[config.mk]
export PLATFORM = sky130hd
export DESIGN_NAME = rs_read_encoder
export DESIGN_NICKNAME = d
export VERILOG_FILES = /design/src/rtl/rs_read_encoder.sv
export SDC_FILE = /design/constraint.sdc
export NUM_CORES = 1
export LEC_CHECK = 0
export ABC_AREA = 0
export CELL_PAD_IN_SITES_DETAIL_PLACEMENT = 0
export CELL_PAD_IN_SITES_GLOBAL_PLACEMENT = 1
export CORE_MARGIN = 10
export CORE_UTILIZATION = 46
export CTS_CLUSTER_DIAMETER = 50
export DETAILED_ROUTE_END_ITERATION = 10
export PLACE_DENSITY_LB_ADDON = 0.1
export SETUP_SLACK_MARGIN = 0.1
export SLEW_MARGIN = 40
export SYNTH_ARGS = -nofsm -noshare
export SYNTH_HDL_FRONTEND = slang
export SYNTH_SLANG_ARGS = --single-unit
[constraint.sdc]
create_clock -name clk -period 4.2 [get_ports clk]
set_clock_uncertainty 0.2 [all_clocks]
set_input_delay 1.26 -clock clk [delete_from_list [all_inputs] [get_ports clk]]
set_output_delay 1.26 -clock clk [all_outputs]
set_load 0.01 [all_outputs]
[src/rtl/rs_read_encoder.sv]
// rs_read_encoder: serial systematic RS(15,11) encoder over GF(16), field poly x^4+x+1.
// Build macro RS_ERR_INJECT_EN adds inj_pos/inj_mask ports for single-symbol corruption.
module rs_read_encoder (
  input  logic       clk,
  input  logic       rst_n,
  input  logic [3:0] in_sym,
  input  logic       in_valid,
  output logic       in_ready,
  output logic [3:0] out_sym,
  output logic       out_valid,
  input  logic       out_ready,
  output logic       out_last
`ifdef RS_ERR_INJECT_EN
  ,
  input  logic [3:0] inj_pos,
  input  logic [3:0] inj_mask
`endif
);

  typedef enum logic {S_DATA, S_PARITY} state_t;

  state_t     r_state;
  logic [3:0] r_cnt;
  logic [3:0] r_par3, r_par2, r_par1, r_par0;
  logic [3:0] r_out_sym_p0;
  logic       r_vld_p0;
  logic       r_last_p0;

  logic       w_load;
  logic [3:0] w_fb;
  logic [3:0] w_err;

  // Constant GF(16) multiply; b is always a literal here, so this folds to XOR trees.
  function automatic logic [3:0] gf_mul(input logic [3:0] a, input logic [3:0] b);
    logic [3:0] acc;
    logic [3:0] sh;
    acc = 4'd0;
    sh  = a;
    for (int i = 0; i < 4; i++) begin
      if (b[i]) acc = acc ^ sh;
      sh = {sh[2:0], 1'b0} ^ (sh[3] ? 4'b0011 : 4'b0000);
    end
    return acc;
  endfunction

  assign w_load   = !r_vld_p0 || out_ready;
  assign in_ready = (r_state == S_DATA) && w_load;
  assign w_fb     = in_sym ^ r_par3;

`ifdef RS_ERR_INJECT_EN
  // cnt never exceeds 14, so inj_pos of 15 can never hit.
  assign w_err = (r_cnt == inj_pos) ? inj_mask : 4'd0;
`else
  assign w_err = 4'd0;
`endif

  assign out_sym   = r_out_sym_p0;
  assign out_valid = r_vld_p0;
  assign out_last  = r_last_p0;

  // Stage p0: output register, parity LFSR and frame sequencing
  always_ff @(posedge clk or negedge rst_n) begin
    if (!rst_n) begin
      r_state      <= S_DATA;
      r_cnt        <= 4'd0;
      r_par3       <= 4'd0;
      r_par2       <= 4'd0;
      r_par1       <= 4'd0;
      r_par0       <= 4'd0;
      r_out_sym_p0 <= 4'd0;
      r_vld_p0     <= 1'b0;
      r_last_p0    <= 1'b0;
    end else if (w_load) begin
      case (r_state)
        S_DATA: begin
          r_last_p0 <= 1'b0;
          if (in_valid) begin
            r_out_sym_p0 <= in_sym ^ w_err;
            r_vld_p0     <= 1'b1;
            r_par3       <= r_par2 ^ gf_mul(w_fb, 4'd15);
            r_par2       <= r_par1 ^ gf_mul(w_fb, 4'd3);
            r_par1       <= r_par0 ^ gf_mul(w_fb, 4'd1);
            r_par0       <= gf_mul(w_fb, 4'd12);
            if (r_cnt == 4'd10) begin
              r_cnt   <= 4'd11;
              r_state <= S_PARITY;
            end else begin
              r_cnt <= r_cnt + 4'd1;
            end
          end else begin
            r_vld_p0 <= 1'b0;
          end
        end
        S_PARITY: begin
          // Shifting zeros in leaves the parity register clear for the next frame.
          r_out_sym_p0 <= r_par3 ^ w_err;
          r_vld_p0     <= 1'b1;
          r_par3       <= r_par2;
          r_par2       <= r_par1;
          r_par1       <= r_par0;
          r_par0       <= 4'd0;
          if (r_cnt == 4'd14) begin
            r_last_p0 <= 1'b1;
            r_cnt     <= 4'd0;
            r_state   <= S_DATA;
          end else begin
            r_last_p0 <= 1'b0;
            r_cnt     <= r_cnt + 4'd1;
          end
        end
      endcase
    end
  end

endmodule
==> results of run 1 <==
[sequential cells by signal, summed over array words and instances (netlist names)]
register   flops
out_last       1
r_par0         4
out_valid      1
r_state        1
r_cnt          4
r_par1         4
r_par3         4
r_par2         4
out_sym        4
[cells by family after synthesis]
family,synth area share
and+or+nand+nor,0.158
AOI/OAI and AO/OA,0.139
DFF,0.475
xor gates and xnor gates,0.161
buffers and inverters,0.0211
muxes,0.0282
adders and majority gates,0.0176
[metal layers]
metal,global-route usage,up-vias,part of all wire
li1,-,543,-
met1,0.144,478,0.48
met2,0.166,15,0.46
met3,0.0326,2,0.047
met4,0.0330,0,0.0070
met5,0,-,0
[critical path: stages]
cell	delay [ns]
clkdlybuf4s50_1	0.47
nor2b_1	0.06
nor2_1	0.15
dlymetal6s2s_1	0.19
[power groups by stage]
| stage | registers, mW | logic [mW] | clock network (mW) |
|---|---|---|---|
| after floorplan | 0.468 | 0.503 | 0 |
| after global placement | 0.502 | 0.627 | 0 |
| after detailed placement | 0.508 | 0.639 | 0 |
| after CTS | 0.503 | 0.643 | 0.117 |
| after global routing | 0.522 | 0.718 | 0.130 |
| final | 0.503 | 0.630 | 0.110 |
[stage by stage]
step / hold WS [ns] / utilization / setup WS [ns] / area, sq um / power, mW
floorplan: 0.259 / - / 1.15 / 1420 / 0.971
global placement: 0.250 / 0.538 / 0.201 / 1610 / 1.13
detailed placement: 0.266 / 0.538 / 0.211 / 1610 / 1.15
CTS: 0.299 / 0.546 / 0.194 / 1640 / 1.26
global route: 0.329 / 0.548 / 0.473 / 1640 / 1.37
finish: 0.287 / 0.548 / 0.614 / 1640 / 1.24
[synth_stat cells (all sizes together)]
cell type and instances:
a21o 1, a21oi 5, a22oi 1, a311oi 1, a31oi 1, buf 1
clkbuf 5, dfrtp 27, ha 2, inv 2, mux2i 4, nand2 27
nand2b 1, nand3 4, nand4 1, nor2 16, nor2b 2, nor3 1
o2111ai 1, o211ai 1, o21ai 22, o31a 1, o31ai 1, or3 2
xnor2 18, xnor3 1, xor2 3
[worst max-delay path by stage]
stage	from	endpoint	slack (ns)	cells past startpoint
final	out_ready	in_ready	0.61	4
after global routing	out_ready	in_ready	0.47	4
after CTS	out_ready	in_ready	0.19	4
after detailed placement	out_ready	in_ready	0.21	4
after global placement	out_ready	in_ready	0.20	4
after floorplan	out_ready	in_ready	1.15	2
[final cells by class]
| class | instances | area, sq um |
|---|---|---|
| inverters | 2 | 7.51 |
| flip-flops and latches | 27 | 677 |
| multi-input cells | 117 | 719 |
| clock buffers | 4 | 26.3 |
| fillers | 276 | 1360 |
| well taps | 33 | 41.3 |
| repair buffers | 18 | 173 |
[what timing repair did]
item	4_1_cts	5_1_grt
setup endpoints to repair	0	1
hold endpoints to repair	0	0
resized for setup	0	1
hold buffers	0	0
==> summary.md, run 1 <==
| Metric | Value |
|---|---|
| Status | completed |
| Sequential share of power | 0.405 |
| CTS Sinks | 27 |
| Max_cap viols | 0 |
| # rows | 20 |
| Largest buffer count on any clock path | 2 |
| DR WL/cell | 13.4 um |
| Crit path launch type | input port |
| Core Footprint | 3000 sq um |
| Hold Crit Depth | 2 |
| Sw frac | 0.405 |
| Die W | 75.6 um |
| Tmin final | 3.59 ns |
| Worst-path clk slew | 0.13 ns |
| H-tree Lvls | 1 |
| Syn_nets | 162 |
| Post-Syn Area | 1420 sq um |
| Initial antenna violation count | 0 |
| NetSw | 503 uW |
| Finished Layout Cells | 201 |
| CTS Buf Count | 3 |
| Worst Reg-to-Reg Cells | 5 |
| Setup slack, reg-to-reg | 2.13 ns |
| Ports | 15 |
| Pins Over Slew Limit | 0 |
| Drt pass-1 iters | 4 |
| Post-Route Setup TNS | 0 ns |
| Commonest non-fill, non-tap cells in the layout | 27 x nand2_1, 26 x dfrtp_1, 21 x o21ai_0, 17 x xnor2_1, 16 x nor2_1 |
| Placed cells | 197 |
| Largest area contributor in the netlist | dfrtp_1 |
| Comb pwr share | 0.507 |
| Worst Max-Slew Pin Slew | 0.653 ns |
| Hold Crit Class | flop to flop |
| HP Start | out_last |
| RR Startpoint | r_par3[2] |
| Post-route clock period utilization | 0.854 |
| Hold Path Sink | out_last |
| Commonest non-fill, non-tap cell in the layout | nand2_1 |
| Sequential fraction of the synthesis area | 0.475 |
| Drt via density | 5.16 |
| Synthesis Warnings | 0 |
| Rel. slew slack | 0.562 |
| Gr usage total | 0.109 |
| Top cell type's share of synthesized area | 0.475 |
| Final Hold Viols | 0 |
| RR Endpoint | r_par3[0] |
| Initial DRC Count | 104 |
| Post-DP HPWL | 1960 um |
| Post-CTS Setup Bufs | 0 |
| Critical path endpoint category | output port |
| Setup violators final | 0 |
| Initial Util | 0.473 |
| Grt ovf | 0 |
| Vias post-DR | 1038 |
| Critical Path Fanout Max | 3 |
| Max VDD drop | 349 uV |
| Yosys reg bits | 27 |
| DRT antenna net count | 0 |
| Area grow syn2layout | 15.7% |
| Global placement routability congestion | 0.766 |
| Synth Area per Inst | 9.35 sq um |
| First-pass GRT wire length | 4830 um |
| Root Buffer | clkbuf_4 |
| CP arrival | 2.13 ns |
| Layout cells sized above 1 | 0.0714 |
| Leak | 0.717 nW |
| Clk pwr share | 0.088 |
| Syn Inst Count | 152 |
| RSZ-0062 raised after global routing | no |
| Die ar. | 5710 sq um |
| Top post-synthesis cells by area | dfrtp_1 48%, xnor2_1 10%, o21ai_0 7.7% |
| DRC Markers | 0 |
| Internal power | 739 uW |
| Detailed Route WL | 2700 um |
| CP required | 2.74 ns |
| CTS tree | done |
| Largest net degree at the start of global routing | 31 |
| Antenna Cells | 0 |
| Buffers on Ports | 14 |
| Pwr dens | 756 nW/um^2 |
| Vias in the first global route | 1039 |
| Synth cell types | 29 |
| Skew-Pair Late Insertion Delay | 0.32 ns |
| Chip height | 75.6 um |
| Fmax | 279 MHz |
| WS Path Type | input port to output port |
| Nets | 179 |
Power figures use the tool's default switching activity.
==> inputs of run 2 (changes only) <==
--- a/constraint.sdc
+++ b/constraint.sdc
@@ -4,2 +4,2 @@
 set_output_delay 1.26 -clock clk [all_outputs]
-set_load 0.01 [all_outputs]
+set_load 0.1 [all_outputs]
==> run 2 against run 1 <==
Effect of this change:
- sequential power barely moved
- die area did not move
- routed wire length rose by 3.4%
- final cell count fell by 0.50%
- combinational power rose by 28%
- worst setup slack got worse by 0.22 ns
- critical endpoint unchanged
- highest routed layer unchanged
- fmax fell by 5.8%
- power rose by 15%
- global-route usage rose by 0.081 points
- clock power rose by 6%
- utilization fell by 0.54 points
- hold slack improved by 0.011 ns
==> summary.md, run 2 (synthesized netlist as in run 1, its figures left out) <==
| Metric | Value |
|---|---|
| Status | completed |
| Layout cells sized above 1 | 0.114 (+0.0423) |
| Commonest non-fill, non-tap cells in the layout | 27 x nand2_1, 26 x dfrtp_1, 21 x o21ai_0, 17 x xnor2_1, 16 x nor2_1 |
| Max_cap viols | 0 (unchanged) |
| Initial Util | 0.473 (unchanged) |
| Post-DP HPWL | 1990 um (+1.2%) |
| Skew-Pair Late Insertion Delay | 0.33 ns (about the same) |
| Largest buffer count on any clock path | 2 (unchanged) |
| Commonest non-fill, non-tap cell in the layout | nand2_1 |
| Die ar. | 5710 sq um (unchanged) |
| Dpl ws | 0.376 ns (+0.165 ns) |
| Core Footprint | 3000 sq um (unchanged) |
| Pins Over Slew Limit | 0 (unchanged) |
| First-pass GRT wire length | 4820 um (-0.14%) |
| Post-Route Setup TNS | 0 ns (unchanged) |
| CP arrival | 2.35 ns (+0.22 ns) |
| Gr usage total | 0.110 (+0.000812) |
| Leak | 0.709 nW (-1.1%) |
| Internal power | 732 uW (-0.96%) |
| Global placement routability congestion | 0.726 (-5.2%) |
| Placed cell area | 1600 sq um (-1.1%) |
| Pwr dens | 875 nW/um^2 (+16%) |
| Crit path launch type | input port |
| Final instance area | 1630 sq um (-0.99%) |
| Crit path max-delay family | buffers and inverters |
| CP required | 2.74 ns (about the same) |
| DRC Markers | 0 (unchanged) |
| Vias post-DR | 1081 (+4.1%) |
| Vias in the first global route | 1019 (-1.9%) |
| Hold Slack | 0.298 ns (+0.0111 ns) |
| Hold Crit Class | flop to flop |
| Setup violators final | 0 (unchanged) |
| NetSw | 693 uW (+38%) |
| Hold buffers post-CTS | 0 (unchanged) |
| # rows | 20 (unchanged) |
| CTS Sinks | 27 (unchanged) |
| Fillers | 290 (+5.1%) |
| Critical path endpoint category | output port |
| Initial antenna violation count | 0 (unchanged) |
| Critical path's slowest cell | clkdlybuf4s50_1 |
| DR WL/cell | 14.0 um (+4.0%) |
| Nets | 178 (-0.56%) |
| Worst Max-Slew Pin Slew | 0.639 ns (-0.0142 ns) |
| Antenna Cells | 0 (unchanged) |
| Clk pwr share | 0.082 (-0.006) |
| Buffers on Ports | 14 (unchanged) |
| Critical Path Fanout Max | 5 (+2) |
| Tmin final | 3.81 ns (+0.222 ns) |
| PnR Total Power | 1.42 mW (+15%) |
| PostCTS Resize Cnt | 0 (unchanged) |
| CTS Buf Count | 3 (unchanged) |
| Final setup margin | 0.392 ns (-0.222 ns) |
| Initial DRC Count | 73 (-30%) |
| DRT antenna net count | 0 (unchanged) |
| Rel. slew slack | 0.571 (+0.00950) |
| H-tree Lvls | 1 (unchanged) |
| Worst Reg-to-Reg Cells | 5 (unchanged) |
| Grt ovf | 0 (unchanged) |
| Ports | 15 (unchanged) |
| Max VDD drop | 375 uV (+7.5%) |
| Largest net degree at the start of global routing | 31 (unchanged) |
| Drt pass-1 iters | 5 (+1) |
| Worst-path clk slew | 0.16 ns (+0.03 ns) |
| Placed cells | 196 (-0.51%) |
| CTS tree | done |
| Comb pwr share | 0.565 (+0.058) |
| Drt via density | 5.41 (+4.7%) |
| Worst path buffer plus inverter count | 2 (unchanged) |
| Crit-path cells | clkdlybuf4s50_1 > nor2b_1 > nor2_1 > buf_12 |
| Finished Layout Cells | 200 (-0.50%) |
| Detailed Route WL | 2800 um (+3.4%) |
| Sw frac | 0.486 (+0.0811) |
| Root Buffer | clkbuf_4 |
| Final Hold Viols | 0 (unchanged) |
| Post-CTS Setup Bufs | 0 (unchanged) |
| Hold Crit Depth | 2 (unchanged) |
| Core Util, Final | 0.542 (-0.00542) |
| Slowest stage delay, CP | 0.41 ns (-0.06 ns) |
| Fmax | 263 MHz (-5.8%) |
| RSZ-0062 raised after global routing | no |
| Sequential share of power | 0.353 (-0.052) |
| WP depth | 4 (unchanged) |
| WS Path Type | input port to output port |
| Area grow syn2layout | 14.5% |
| Chip height | 75.6 um (unchanged) |
| Die W | 75.6 um (unchanged) |
| Post-route clock period utilization | 0.907 (+0.0528) |
==> run 2: changes by cell type in the layout (fill, tap and decap cells not counted) <==
cell	previous run	this run
buf_2	0	2
dlymetal6s2s_1	1	0
clkinvlp_4	0	1
clkbuf_1	1	0
buf_12	0	1
buf_4	4	7
clkdlybuf4s50_1	13	7
==> run 2: layer usage <==
layer / track usage / vias to the layer above / part of all wire
met5: 0 / - / 0
met4: 0.0371 / 0 / 0.0075
met3: 0.0247 / 2 / 0.050
met2: 0.167 / 20 / 0.44
met1: 0.149 / 519 / 0.50
li1: - / 540 / -
==> run 2: tightest hold or removal path: stages (launching register included) <==
cell and delay, ns:
dfrtp_1 0.37, nand2_1 0.04, o21ai_0 0.06
==> run 2: power groups by stage <==
stage	Sequential (mW)	Clock (mW)	Combinational, mW
after global placement	0.502	0	0.803
after floorplan	0.612	0	0.528
after global routing	0.525	0.134	0.890
after CTS	0.503	0.122	0.815
final	0.503	0.117	0.805
after detailed placement	0.509	0	0.812
==> run 2: path summary, 6_finish.rpt <==
| path | startpoint | endpoint | slack (ns) |
|---|---|---|---|
| hold reg to reg | out_sym[3] | out_sym[3] | 0.30 |
| hold / removal | out_sym[3] | out_sym[3] | 0.30 |
| setup / recovery | out_ready | in_ready | 0.39 |
| setup reg to reg | r_par3[2] | r_par3[0] | 2.13 |
| max in group asynchronous | rst_n | r_state | 2.44 |
| min in group asynchronous | rst_n | out_sym[3] | 1.08 |
==> run 2: layout make-up <==
type	count	area, sq um	area share
inverter	2	7.51	0.00461
multi-input combinational	117	719	0.442
timing repair buffer	17	153	0.0938
tap	33	41.3	0.0254
clock buffer	3	22.5	0.0138
clock inverter	1	7.51	0.00461
sequential	27	677	0.416
==> inputs of run 3 (changes only) <==
GPL_ROUTABILITY_DRIVEN = 0   (was not set)
==> results of run 3 <==
Final layout, timing and power as in run 2 (identical DEF).
